[config.mk]
export PLATFORM = sky130hd
export DESIGN_NAME = regfile_writeback
export DESIGN_NICKNAME = d
export VERILOG_FILES = /design/src/rtl/regfile_writeback_pkg.sv /design/src/rtl/wb_fifo2.sv /design/src/rtl/regfile_writeback.sv
export SDC_FILE = /design/constraint.sdc
export NUM_CORES = 1
export LEC_CHECK = 0
export ABC_AREA = 1
export BUFFER_PORTS_ARGS = -buffer_cell sky130_fd_sc_hd__buf_2
export CAP_MARGIN = 20
export CORE_ASPECT_RATIO = 0.9
export CORE_MARGIN = 1
export CORE_UTILIZATION = 35
export CTS_CLUSTER_DIAMETER = 30
export DETAILED_ROUTE_END_ITERATION = 6
export HOLD_SLACK_MARGIN = 0.08
export PLACE_DENSITY = 0.64
export SLEW_MARGIN = 20
export SYNTH_ARGS = -nofsm -noshare
export SYNTH_HDL_FRONTEND = slang
export SYNTH_SLANG_ARGS = --single-unit
[constraint.sdc]
create_clock -name clk -period 1.65 [get_ports clk]
set_clock_uncertainty 0.05 [all_clocks]
set_input_delay 0.165 -clock clk [delete_from_list [all_inputs] [get_ports clk]]
set_output_delay 0.165 -clock clk [all_outputs]
set_load 0.1 [all_outputs]
[src/rtl/regfile_writeback_pkg.sv]
// Shared definitions for the register-file write-back path: default widths,
// write-back source encoding and the write buffer's occupancy states.
package regfile_writeback_pkg;

    localparam int DATA_W_DEF = 16;
    localparam int ADDR_W_DEF = 3;

    localparam logic WB_SRC_ALU = 1'b0;
    localparam logic WB_SRC_MEM = 1'b1;

    typedef enum logic [1:0] {
        EMPTY = 2'd0,
        ONE   = 2'd1,
        FULL  = 2'd2
    } occ_t;

endpackage

[src/rtl/wb_fifo2.sv]
// Two-entry {dst, data} write buffer with an occupancy FSM.
//
//   state | meaning
//   EMPTY | no write pending
//   ONE   | one write pending, slot rd_ptr holds it
//   FULL  | two writes pending, rd_ptr is the older one
//
// Besides the storage it reports what the head will be after the coming
// edge (nxt_*), so the owner can register the head without a cycle of lag.
module wb_fifo2
    import regfile_writeback_pkg::*;
#(
    parameter int DATA_W = DATA_W_DEF,
    parameter int ADDR_W = ADDR_W_DEF
) (
    input  logic                   clk,
    input  logic                   rst_n,
    input  logic                   push,
    input  logic [ADDR_W-1:0]      push_dst,
    input  logic [DATA_W-1:0]      push_data,
    input  logic                   pop,
    output occ_t                   state,
    output logic                   nxt_valid,
    output logic [ADDR_W-1:0]      nxt_dst,
    output logic [DATA_W-1:0]      nxt_data,
    output logic [1:0]             ent_valid,
    output logic [1:0][ADDR_W-1:0] ent_dst
);

    logic [1:0][DATA_W-1:0] ent_data;
    logic                   rd_ptr;
    logic                   wr_ptr;
    logic                   push_ok;
    logic                   pop_ok;

    assign push_ok = push && (state != FULL);
    assign pop_ok  = pop && (state != EMPTY);

    // Occupancy FSM, pointers and storage.
    always_ff @(posedge clk or negedge rst_n) begin
        if (!rst_n) begin
            state    <= EMPTY;
            rd_ptr   <= 1'b0;
            wr_ptr   <= 1'b0;
            ent_dst  <= '0;
            ent_data <= '0;
        end else begin
            if (push_ok) begin
                ent_dst[wr_ptr]  <= push_dst;
                ent_data[wr_ptr] <= push_data;
                wr_ptr           <= ~wr_ptr;
            end
            if (pop_ok) begin
                rd_ptr <= ~rd_ptr;
            end
            case (state)
                EMPTY:   if (push_ok) state <= ONE;
                ONE: begin
                    if (push_ok && !pop_ok)      state <= FULL;
                    else if (pop_ok && !push_ok) state <= EMPTY;
                end
                FULL:    if (pop_ok) state <= ONE;
                default: state <= EMPTY;
            endcase
        end
    end

    // Head as it will stand after the coming edge.
    always_comb begin
        nxt_valid = 1'b0;
        nxt_dst   = ent_dst[rd_ptr];
        nxt_data  = ent_data[rd_ptr];
        case (state)
            EMPTY: begin
                if (push_ok) begin
                    nxt_valid = 1'b1;
                    nxt_dst   = push_dst;
                    nxt_data  = push_data;
                end
            end
            ONE: begin
                if (pop_ok && push_ok) begin
                    nxt_valid = 1'b1;
                    nxt_dst   = push_dst;
                    nxt_data  = push_data;
                end else if (!pop_ok) begin
                    nxt_valid = 1'b1;
                end
            end
            FULL: begin
                nxt_valid = 1'b1;
                if (pop_ok) begin
                    nxt_dst  = ent_dst[~rd_ptr];
                    nxt_data = ent_data[~rd_ptr];
                end
            end
            default: nxt_valid = 1'b0;
        endcase
    end

    // Which slots currently hold a pending write.
    always_comb begin
        ent_valid = 2'b00;
        case (state)
            ONE:     ent_valid[rd_ptr] = 1'b1;
            FULL:    ent_valid = 2'b11;
            default: ent_valid = 2'b00;
        endcase
    end

endmodule

[src/rtl/regfile_writeback.sv]
// Write-back front of the register file: picks the result source, drops
// writes to the hardwired zero register, buffers up to two writes and
// presents them to the single write port with a we/grant handshake.
// Hazard flags let decode stall reads of registers with writes in flight.
module regfile_writeback
    import regfile_writeback_pkg::*;
#(
    parameter int DATA_W   = DATA_W_DEF,
    parameter int ADDR_W   = ADDR_W_DEF,
    parameter bit ZERO_REG = 1'b1
) (
    input  logic              clk,
    input  logic              rst_n,
    input  logic              wb_valid,
    output logic              wb_ready,
    input  logic              wb_sel,
    input  logic [ADDR_W-1:0] wb_dst,
    input  logic [DATA_W-1:0] aluout,
    input  logic [DATA_W-1:0] memdata,
    output logic              rf_we,
    output logic [ADDR_W-1:0] rf_waddr,
    output logic [DATA_W-1:0] rf_wdata,
    input  logic              rf_grant,
    input  logic [ADDR_W-1:0] rd_addr1,
    input  logic [ADDR_W-1:0] rd_addr2,
    output logic              pend1,
    output logic              pend2,
    output logic              busy
);

    occ_t                   state;
    logic                   push;
    logic                   pop;
    logic                   zero_drop;
    logic [DATA_W-1:0]      sel_data;
    logic                   nxt_valid;
    logic [ADDR_W-1:0]      nxt_dst;
    logic [DATA_W-1:0]      nxt_data;
    logic [1:0]             ent_valid;
    logic [1:0][ADDR_W-1:0] ent_dst;

    assign wb_ready  = (state != FULL);
    assign busy      = (state != EMPTY);
    assign sel_data  = (wb_sel == WB_SRC_MEM) ? memdata : aluout;
    // A zero-register write still completes its handshake; it just never lands.
    assign zero_drop = ZERO_REG && (wb_dst == '0);
    assign push      = wb_valid && wb_ready && !zero_drop;
    assign pop       = rf_we && rf_grant;

    wb_fifo2 #(
        .DATA_W (DATA_W),
        .ADDR_W (ADDR_W)
    ) u_fifo (
        .clk       (clk),
        .rst_n     (rst_n),
        .push      (push),
        .push_dst  (wb_dst),
        .push_data (sel_data),
        .pop       (pop),
        .state     (state),
        .nxt_valid (nxt_valid),
        .nxt_dst   (nxt_dst),
        .nxt_data  (nxt_data),
        .ent_valid (ent_valid),
        .ent_dst   (ent_dst)
    );

    // Registered copy of the buffer head; address/data hold while idle.
    always_ff @(posedge clk or negedge rst_n) begin
        if (!rst_n) begin
            rf_we    <= 1'b0;
            rf_waddr <= '0;
            rf_wdata <= '0;
        end else begin
            rf_we <= nxt_valid;
            if (nxt_valid) begin
                rf_waddr <= nxt_dst;
                rf_wdata <= nxt_data;
            end
        end
    end

    // Hazard compare against every pending entry, including the one on the port.
    always_comb begin
        pend1 = 1'b0;
        pend2 = 1'b0;
        for (int i = 0; i < 2; i++) begin
            if (ent_valid[i] && (ent_dst[i] == rd_addr1)) pend1 = 1'b1;
            if (ent_valid[i] && (ent_dst[i] == rd_addr2)) pend2 = 1'b1;
        end
    end

endmodule

==> results_dict.tcl <==
set metrics [dict create \
    clockBufferDepth 2 \
    hold-path-cell-count 3 \
    path_cells "ha_4 > buf_4 > nor2_4 > nand2_2 > buf_6 > inv_4 > buf_6 > nand2_4 > clkbuf_16 > nand3b_1 > nand2_1 > nor2_2 > nor2_1" \
    start_kind "flop" \
    worst_pin_slew_ps 493.5 \
    syn_to_final_growth_pct 57.70 \
    syn_inst 547 \
    grt.met3_usage 0.05160 \
    insertion_delay_ps 340 \
    use_met2 0.3686 \
    initialDrtViolationCount 387 \
    synth.avg_cell_area_sq_um 7.148 \
    hold_violations 0 \
    nets 722 \
    pin_count 70 \
    fin_area_sq_um 6166 \
    rows 36 \
    hold_path_class "input port to flop" \
    grt_max_degree 63 \
    track_usage 0.2241 \
    fin_ws_ps -381.0 \
    postRouteAntennaNets 0 \
    crit_type "flop to flop" \
    placed_area_sq_um 4800 \
    grt_pass1_vias 4047 \
    viasPerCell 5.155 \
    setup_violations 65 \
    crit_slowest_cell "dfrtp_1" \
    cts.reportedPaths.clkPinSlew_ps 60 \
    grt_overflow 0 \
    cts.sinks 62 \
    totalWireLength_um 13470 \
    vias 4268 \
    crit_fanout 6 \
    drv_slew 0 \
    grt_pass1_wl_um 20100 \
    rsz0062_at_grt "true" \
    status "finished with violations" \
    place.gp.congestion 0.8358 \
    grt.met1_usage 0.2951 \
    final.setup.tns_ps -19670 \
    drive_gt1_frac 0.3861 \
    cts_root_buf "clkbuf_16" \
    synth.distinct_cells 25 \
    dr.pass1.iters 5 \
    synth_seq_cells 62 \
    dp_hpwl_um 7435 \
    fmax_ghz 0.4924 \
    wl_per_cell_um 16.27 \
    final_util 0.5680 \
    die-width_um 113.4 \
    cts_tree "done" \
    start_util 0.3602 \
    fillers 898 \
    yosysWarningCount 0 \
    chipHeight_um 102.3 \
    drv_cap 0 \
    antenna_found_initial 0 \
    syn_area_sq_um 3910 \
    max-slew-margin-rel 0.6733 \
    max_stage_delay_ps 440 \
    crit_top_cell "buf_6" \
    period_share 1.231 \
    arrival_ps 2200 \
    min_period_ps 2031 \
    die_area_sq_um 11600 \
    crit_path_end_kind "flop" \
    diodes 0 \
    portBuffers 69 \
    core_sq_um 10860 \
    cts_made_buffers 9 \
    drc_errors 0 \
    ys_seq_area_frac 0.3968 \
    reg2regPathDepth 13 \
    h-tree-depth 3 \
    required_ps 1820 \
    grt_most_used_layer "met2" \
    violations "setup timing" \
    synth_nets 598 \
]
[critical path, delay by kind of cell (launching register included)]
family	cells	cell delay, ps
adder cells (fa/ha/maj)	1	190
AND/OR/NAND/NOR	7	650
buffers and inverters	5	570
flip-flops	1	440
[sequential cells by signal, indices dropped and copies added, names as in the netlist]
register,cells
u_fifo.ent_data,32
rf_wdata,16
u_fifo.ent_dst,6
rf_waddr,3
u_fifo.state,2
rf_we,1
u_fifo.rd_ptr,1
u_fifo.wr_ptr,1
[per-layer routing]
metal  vias to the layer above  share of wire  wire length (um)
li1                       2033              -                 -
met1                      1990           0.42              5721
met2                       207           0.47              6297
met3                        38          0.081              1092
met4                         0          0.027               363
met5                         -              0                 0
[cell type report]
class	count	area [sq um]	area share
clock buffers	11	252.7	0.04099
clock inverters	5	81.33	0.01319
inverters	39	162.7	0.02638
multi-input cells	418	2475	0.4014
flip-flops and latches	62	1559	0.2528
well taps	152	190.2	0.03084
repair buffers	141	1445	0.2344
[placed cells by master (no fill, tap or decap), types with 14 or more instances in the layout]
cell / synthesis / routed
nand2_2: 7 / 23
buf_2: 17 / 65
nand3_2: 0 / 20
clkbuf_16: 0 / 14
buf_12: 0 / 22
nor2_1: 62 / 46
buf_4: 3 / 25
nand3_1: 43 / 23
mux2_2: 16 / 16
o21ai_1: 2 / 16
nand2_1: 175 / 151
dfrtp_1: 62 / 60
o21ai_0: 65 / 44
inv_1: 36 / 30
[synthesized netlist by cell type (all sizes together)]
master  instances  area, sq um
clkinv          2        7.510
ha              5        62.56
o211ai         13        97.59
nand3          43        215.2
nand3b          6        45.04
xnor2          11        96.34
nand2         182        700.7
mux2           16        180.2
clkbuf          7        26.28
a21oi           3        18.77
buf            23        141.4
dfrtp          62         1551
nand4           4        25.02
nor2           64        250.2
o21ai          67        335.3
xor2            2        17.52
inv            37        138.9
[per-stage QoR]
| stage | setup WS (ps) | hold slack [ps] | std cells |
|---|---|---|---|
| 2_1_floorplan | -644.7 | -180.6 | 547 |
| 3_3_place_gp | -113.3 | 153.1 | 770 |
| 3_5_place_dp | -169.1 | 160.8 | 770 |
| 4_1_cts | -359.2 | 100.5 | 816 |
| 5_1_grt | -473.8 | 102.7 | 828 |
| 6_report | -381.0 | 88.68 | 828 |
[repair_timing]
| action | in CTS | in global routing |
|---|---|---|
| buffers inserted | 18 | 8 |
| resized for setup | 66 | 72 |
| hold endpoints to repair | 67 | 0 |
| hold buffers | 4 | 0 |
| setup endpoints to repair | 38 | 65 |
| pin swaps | 16 | 31 |
| gates cloned | 8 | 5 |
[cell families (layout without fill, tap and decap cells)]
family	count (synthesis)	in the layout	synth area share
multiplexers	16	16	0.04608
flip-flops	62	62	0.3968
XOR/XNOR	13	13	0.02912
buffers and inverters	69	196	0.08032
AND/OR/NAND/NOR	299	301	0.3162
AO/OA/AOI/OAI	83	83	0.1155
adder cells (fa/ha/maj)	5	5	0.01600
[worst paths after layout]
path                                      start                  end  slack (ps)
worst max-delay path            u_fifo.state[1]         rf_wdata[14]        -380
worst min-delay path                  wb_dst[1]    u_fifo.ent_dst[4]          90
worst max register to register  u_fifo.state[1]         rf_wdata[14]        -380
worst min register to register     rf_wdata[12]         rf_wdata[12]         440
max in group asynchronous                 rst_n  u_fifo.ent_data[28]         930
min in group asynchronous                 rst_n          rf_wdata[6]         320
Power is left out: the tool's default activity adds up to more than one toggle a clock period on the data nets, which glitch-free logic cannot reach.
